$ cat src/rtl/wb_sched_pkg.sv
// wb_sched_pkg: shared widths and requester ids for the write-back scheduler.
package wb_sched_pkg;
    localparam int WB_XLEN = 32;
    localparam int RA_W    = 5;
    typedef enum logic {REQ_ALU = 1'b0, REQ_LOAD = 1'b1} req_id_e;
endpackage

$ cat src/rtl/wb_rr_arbiter.sv
// wb_rr_arbiter: two-port round-robin grant; ALU port favoured after reset.
module wb_rr_arbiter
    import wb_sched_pkg::*;
(
    input  logic CLK,
    input  logic reset,
    input  logic i_valid0,
    input  logic i_valid1,
    output logic o_grant0,
    output logic o_grant1
);
    req_id_e r_prio;
    logic    w_g0;
    logic    w_g1;

    assign w_g0     = i_valid0 & (~i_valid1 | (r_prio == REQ_ALU));
    assign w_g1     = i_valid1 & ~w_g0;
    // grants are forced low while reset is held
    assign o_grant0 = w_g0 & reset;
    assign o_grant1 = w_g1 & reset;

    always_ff @(posedge CLK or negedge reset) begin
        if (!reset)    r_prio <= REQ_ALU;
        else if (w_g0) r_prio <= REQ_LOAD;
        else if (w_g1) r_prio <= REQ_ALU;
    end
endmodule

$ cat src/rtl/wb_scheduler.sv
// wb_scheduler: arbitrates ALU/load write-backs into the register file and tracks pending writes.
// Define WB_BYPASS_EN to add forwarding outputs for writes in their rf_we cycle.
module wb_scheduler
    import wb_sched_pkg::*;
#(
    parameter int XLEN  = WB_XLEN,
    parameter int NREGS = 32
) (
    input  logic             CLK,
    input  logic             reset,
    input  logic             req0_valid,
    input  logic [RA_W-1:0]  req0_rd,
    input  logic [XLEN-1:0]  req0_data,
    output logic             req0_ready,
    input  logic             req1_valid,
    input  logic [RA_W-1:0]  req1_rd,
    input  logic [XLEN-1:0]  req1_data,
    output logic             req1_ready,
    output logic             rf_we,
    output logic [RA_W-1:0]  rf_waddr,
    output logic [XLEN-1:0]  rf_wdata,
    input  logic             iss_valid,
    input  logic [RA_W-1:0]  iss_rd,
    output logic             iss_stall,
    input  logic [RA_W-1:0]  rs1,
    input  logic [RA_W-1:0]  rs2,
    output logic             rs1_busy,
    output logic             rs2_busy,
`ifdef WB_BYPASS_EN
    output logic             fwd1_hit,
    output logic             fwd2_hit,
    output logic [XLEN-1:0]  fwd1_data,
    output logic [XLEN-1:0]  fwd2_data,
`endif
    output logic             idle
);
    logic                   r_we;
    logic [RA_W-1:0]        r_waddr;
    logic [XLEN-1:0]        r_wdata;
    logic [(1<<RA_W)-1:0]   r_busy;
    logic [(1<<RA_W)-1:0]   w_busy_nxt;
    logic                   w_hs;
    logic [RA_W-1:0]        w_rd;
    logic [XLEN-1:0]        w_data;
    logic                   w_set;

    wb_rr_arbiter u_arb (
        .CLK      (CLK),
        .reset    (reset),
        .i_valid0 (req0_valid),
        .i_valid1 (req1_valid),
        .o_grant0 (req0_ready),
        .o_grant1 (req1_ready)
    );

    assign w_hs   = (req0_valid & req0_ready) | (req1_valid & req1_ready);
    assign w_rd   = req1_ready ? req1_rd : req0_rd;
    assign w_data = req1_ready ? req1_data : req0_data;

    assign iss_stall = iss_valid & r_busy[iss_rd];
    assign w_set     = iss_valid & ~iss_stall & (iss_rd != '0) & (32'(iss_rd) < NREGS);

    // set is applied after clear so a same-cycle reissue keeps the register busy
    always_comb begin
        w_busy_nxt = r_busy;
        if (r_we) w_busy_nxt[r_waddr] = 1'b0;
        if (w_set) w_busy_nxt[iss_rd] = 1'b1;
        w_busy_nxt[0] = 1'b0;
    end

    always_ff @(posedge CLK or negedge reset) begin
        if (!reset) begin
            r_we    <= 1'b0;
            r_waddr <= '0;
            r_wdata <= '0;
            r_busy  <= '0;
        end else begin
            r_we   <= w_hs & (w_rd != '0);
            r_busy <= w_busy_nxt;
            if (w_hs) begin
                r_waddr <= w_rd;
                r_wdata <= w_data;
            end
        end
    end

    assign rf_we    = r_we;
    assign rf_waddr = r_waddr;
    assign rf_wdata = r_wdata;
    assign idle     = ~|r_busy & ~r_we;

`ifdef WB_BYPASS_EN
    assign fwd1_hit  = r_we & (r_waddr == rs1) & (rs1 != '0);
    assign fwd2_hit  = r_we & (r_waddr == rs2) & (rs2 != '0);
    assign fwd1_data = r_wdata;
    assign fwd2_data = r_wdata;
    assign rs1_busy  = r_busy[rs1] & ~fwd1_hit;
    assign rs2_busy  = r_busy[rs2] & ~fwd2_hit;
`else
    assign rs1_busy  = r_busy[rs1];
    assign rs2_busy  = r_busy[rs2];
`endif
endmodule

$ cat config.mk
export PLATFORM = sky130hd
export DESIGN_NAME = wb_scheduler
export DESIGN_NICKNAME = d
export VERILOG_FILES = /design/src/rtl/wb_sched_pkg.sv /design/src/rtl/wb_rr_arbiter.sv /design/src/rtl/wb_scheduler.sv
export SDC_FILE = /design/constraint.sdc
export NUM_CORES = 1
export LEC_CHECK = 0
export BUFFER_PORTS_ARGS = -buffer_cell sky130_fd_sc_hd__buf_4
export CAP_MARGIN = 20
export CORE_ASPECT_RATIO = 0.75
export CORE_MARGIN = 4
export CORE_UTILIZATION = 55
export CTS_CLUSTER_SIZE = 10
export DETAILED_ROUTE_END_ITERATION = 7
export GPL_TIMING_DRIVEN = 0
export PLACE_DENSITY = 0.94
export SETUP_SLACK_MARGIN = 0.05
export SLEW_MARGIN = 10
export SYNTH_ARGS = -nofsm -noshare
export SYNTH_HDL_FRONTEND = slang
export SYNTH_SLANG_ARGS = --single-unit
$ cat constraint.sdc
create_clock -name CLK -period 5.6 [get_ports CLK]
set_clock_uncertainty 0.1 [all_clocks]
set_input_delay 0.28 -clock CLK [delete_from_list [all_inputs] [get_ports CLK]]
set_output_delay 0.28 -clock CLK [all_outputs]
set_load 0.05 [all_outputs]
# ---- Word-level counts from Yosys, hierarchy flattened
# Index checks and enable logic that the tools add are counted.
dict set report word_totals {
  word_cells 55
  output_inout_bits 44
  reg_bits 70
}
dict set report op_classes {
  muxes 16
  order_cmp 6
  reduce_logical 7
  bitwise 21
}
# operator n
set ops {}
lappend ops {{$mux W32} 3}
lappend ops {{$and A32 B32 Y32} 1}
lappend ops {{$not A32 Y32} 1}
lappend ops {{$or A32 B32 Y32} 1}
lappend ops {{$reduce_or A31 Y1} 1}
lappend ops {{$lt A5 B6 Y1 const B} 4}
lappend ops {{$bmux W1 S5} 3}
lappend ops {{$and A1 B1 Y1} 11}
lappend ops {{$demux W1 S5} 2}
lappend ops {{$ge A5 B1 Y1 const B} 2}
lappend ops {{$reduce_bool A5 Y1} 2}
lappend ops {{$mux W1} 7}
lappend ops {{$mux W5} 1}
lappend ops {{$not A1 Y1} 5}
lappend ops {{$logic_and A1 B1 Y1} 2}
lappend ops {{$or A1 B1 Y1} 2}
lappend ops {{$reduce_bool A2 Y1} 1}
lappend ops {{$logic_not A1 Y1} 1}

# ---- Longest topological paths before layout
dict set report depth {
  depth_word 9
  ltp_mapped 8
  mapped_depth_nobuf 5
}

# ---- By module
# From an unflattened synthesis, not the netlist that was laid out.
dict set report unflattened {
  hier_cells 414
  hier_area_um2 4093.9
}
# mod instances cells_each seq_area_each_um2 area_per_inst_um2
set modules_own_cells {}
lappend modules_own_cells {wb_scheduler 1 407 1726.7 4038.9}
lappend modules_own_cells {wb_rr_arbiter 1 7 25.0 55.1}

# ---- Least setup slack after synthesis
# Ideal clock, no wire load.
dict set report synth_timing {
  kind {in2out}
  start {input port rs1[0]}
  end {output port rs1_busy}
  stages 5
  path_slack_ps 3079
  arrival_time_ps 2141
  n_path_buf 1
  cell_sequence {clkbuf_1 -> mux4_2 -> mux2i_1 -> o21ai_1 -> a31oi_1}
}
dict set report synth_via {
  elab_chain_len 2
}
# item line_no
set synth_lines {}
lappend synth_lines {{from (decl)} wb_scheduler.sv:25} ;# input logic [RA_W-1:0] rs1,
lappend synth_lines {{$bmux W1 S5} wb_scheduler.sv:100} ;# assign rs1_busy = r_busy[rs1];
lappend synth_lines {{$mux W1 (not written as such)} wb_scheduler.sv:100}
lappend synth_lines {{to (decl)} wb_scheduler.sv:27} ;# output logic rs1_busy,
# No other way between the ends. The select of a mux whose other input is x is not followed.

# ---- Final worst setup path
dict set report layout_timing {
  start {input port reset}
  end {output port req1_ready}
}
dict set report layout_via {
  elab_chain_len 1
}
# item line_no
set layout_lines {}
lappend layout_lines {{from (decl)} wb_scheduler.sv:10} ;# input logic reset,
lappend layout_lines {{$and A1 B1 Y1} wb_rr_arbiter.sv:20} ;# assign o_grant1 = w_g1 & reset;
lappend layout_lines {{to (decl)} wb_scheduler.sv:18} ;# output logic req1_ready,
# No other way between the ends.

==> results.md <==
* H-Tree Level Count at 3
* DR pass1 iterations at 5
* Grt ovf at 0
* Post-Synthesis Cells at 398
* CP endpoint kind: output pin
* Top Ports at 138
* FF+latch count, synth at 70
* Syn Area/Cell at 10.2 µm²
* First-iteration detailed-routing DRC count at 311
* Post-Syn Nets at 492
* Die Area at 0.00886 mm²
* Slowest CP cell: buf_4
* CP arrival at 2770 ps
* CTS max path bufs at 2
* Final TNS setup at 0 ps
* Vias at 4126
* Synthesized area at 0.00408 mm²
* Synth area leaders: dfrtp_1 (43%), mux2i_1 (15%), mux4_2 (8.8%)
* Multi-input gate area at 0.00220 mm²
* Hold Slack at 26.4 ps
* Hold Path Class: input port to flop
* Fmax at 317 MHz
* Starting Density at 58.3%
* Worst Path Required at 5220 ps
* Synth async-reset ratio at 100%
* Post-Route WL at 14000 µm
* Yosys top cell by area: dfrtp_1
* Post-synth top area share at 43.0%
* Die height at 82.5 µm
* P&R area growth vs syn at 32.9%
* Overall power at 2.25 mW
* DR DRC count at 0
* Slew Viols, Final at 0
* Top FF cell, synth: dfrtp_1
* Status: finished, final reports clean
* NumNets Final at 636
* Cell Count, Final, Fillers Out at 645
* Vias in the first global route at 4292
* Register area share after synthesis at 43.0%
* RSZ-0062 raised after global routing: no
* Yosys warns at 0
* First-pass GRT wire length at 21200 µm
* Post-DR wirelength/cell at 21.7 µm
* Cells after DPL at 628
* Worst slew margin at 40.8%
* Root Buffer: clkbuf_8
* Clock slew at reported path FFs at 80 ps
* TritonCTS buffer count at 9
* Pin count of the biggest net entering global routing at 73
* # Post-CTS Setup Buffers at 0
* Period utilisation layout at 56.2%
* # setup viols final at 0
* Critical path's largest stage delay at 690 ps
* Max-Cap Viols at 0
* Worst Path Buf+Inv at 6
* Worst-skew pair later-pin latency at 340 ps
* Initial antenna violation count at 0
* # rows at 26
* CP top delay family: buffers and inverters
* Placement Cell Area at 0.00519 mm²
* Register cell area after layout at 0.00175 mm²
* CP most frequent cell: buf_4
* Post-route cell area at 0.00541 mm²
* Share of cells above drive strength 1 at 32.4%
* GP Congestion at 0.976
* Number of diodes at 0
* Power per Cell Area at 416 mW/mm²
* HPWL after DPL at 10200 µm
* Final Hold Violating Endpoints at 0
* Post-synth EDFFs at 0
* CTS tree: yes
* Number of port buffers at 132
* CP cell instances: dlygate4sd3_1 -> buf_4 -> o211ai_1 -> clkbuf_1 -> buf_1 -> inv_2 -> buf_4
* Fin crit period at 3150 ps
* Via-per-instance ratio at 6.40
* Routed Antenna Nets at 0
* Static Leak at 2.28 nW
* # fillers at 460
* Core Box Area at 0.00699 mm²
* CTS sink cnt at 70
* Critical path class: input port to output pin
* Chip Width at 107 µm
* Total Routing Usage GR at 31.2%
* Crit Path Max Fanout at 72
* Slew @ Worst Pin at 888 ps
* Crit path launch type: input port
* Post-synthesis cell type count at 41
* Max VDD drop at 0.252 mV
## synthesized netlist by cell type, types with 5 or more instances
| library cell | instances |
|---|---|
| nand3_1 | 5 |
| dfrtp_1 | 70 |
| o21ai_1 | 17 |
| clkbuf_1 | 16 |
| mux2i_1 | 61 |
| a21oi_1 | 40 |
| mux4_2 | 16 |
| nand2_1 | 10 |
| nand2b_1 | 6 |
| o21ai_0 | 29 |
| nand3b_1 | 11 |
| nor2_1 | 43 |
| o31ai_1 | 16 |
| buf_2 | 6 |
| nor4_1 | 11 |
## logic make-up (layout without fill, tap and decap cells)
| logic type | count (synthesis) | count (layout) | synth area share [%] |
|---|---|---|---|
| flip-flops | 70 | 70 | 43.0 |
| AO/OA/AOI/OAI | 112 | 112 | 15.4 |
| multiplexers | 78 | 78 | 24.1 |
| AND/OR/NAND/NOR | 109 | 109 | 14.5 |
| buffers and inverters | 29 | 178 | 3.04 |
## path summary, 6_finish.rpt
kind,startpoint,to,slack (ps),cells past startpoint
max,reset,req1_ready,2450,7
min,req1_valid,u_arb.r_prio,30,2
max reg2reg,r_busy[6],r_busy[5],3370,6
min in group asynchronous,reset,rf_wdata[3],510,2
min reg2reg,u_arb.r_prio,u_arb.r_prio,450,1
max in group asynchronous,reset,r_busy[19],4300,2
## timing repair
item,in CTS,in global routing
endpoints found under the hold margin,60,0
gates resized for setup,0,0
hold buffers,1,0
## per-layer routing
metal  vias up  share of wire, %  global-route usage [%]  wire (µm)
met5         -                 0                       0          0
met4         0               2.5                    11.5        351
met3        52                11                    9.71       1530
met2       307                49                    53.1       6860
met1      1977                37                    38.1       5240
li1       1790                 -                       -          -
## power by group
group / internal (mW) / total [mW] / switching (mW)
Clock: 0.252 / 0.450 / 0.198
Combinational: 0.370 / 0.887 / 0.517
Sequential: 0.663 / 0.913 / 0.249
## worst register-to-register path, stage by stage, from the launching register on
cell     delay, ps
dfrtp_1        470
mux4_2         480
nor2b_1        160
nor3_2         190
nand3_2        210
buf_6          210
o31ai_1        280
## metrics by stage
stage	utilization (%)	setup WS, ps
after floorplan	-	3080
after global placement	74.2	2980
after detailed placement	74.2	2980
after CTS	77.4	2420
after global routing	77.4	2190
final	77.4	2450
## layout make-up
class | count | share of cell area, %
plain buffers | 26 | 2.08
clock buffers | 11 | 2.43
clock inverters | 5 | 1.55
inverters | 3 | 0.208
multi-input cells | 299 | 40.6
flip-flops and latches | 70 | 32.4
well taps | 98 | 2.26
repair buffers | 133 | 18.5
## layout by cell type (no fill, tap or decap), drive strengths merged, types with 3 or more instances in the layout
master  count
buf       142
dfrtp      70
mux2i      61
o21ai      46
nor2       43
a21oi      40
clkbuf     27
mux4       16
o31ai      16
nor4       12
nand3b     11
nand2      10
nand2b      6
nand3       6
or3b        5
o41ai       3
nor3        3
or2         3
inv         3
## flip-flops by register name, indices dropped and copies added, names as in the netlist
signal        flops
r_busy           31
rf_waddr          5
rf_wdata         32
rf_we             1
u_arb.r_prio      1
(Power assumes the default switching activity.)
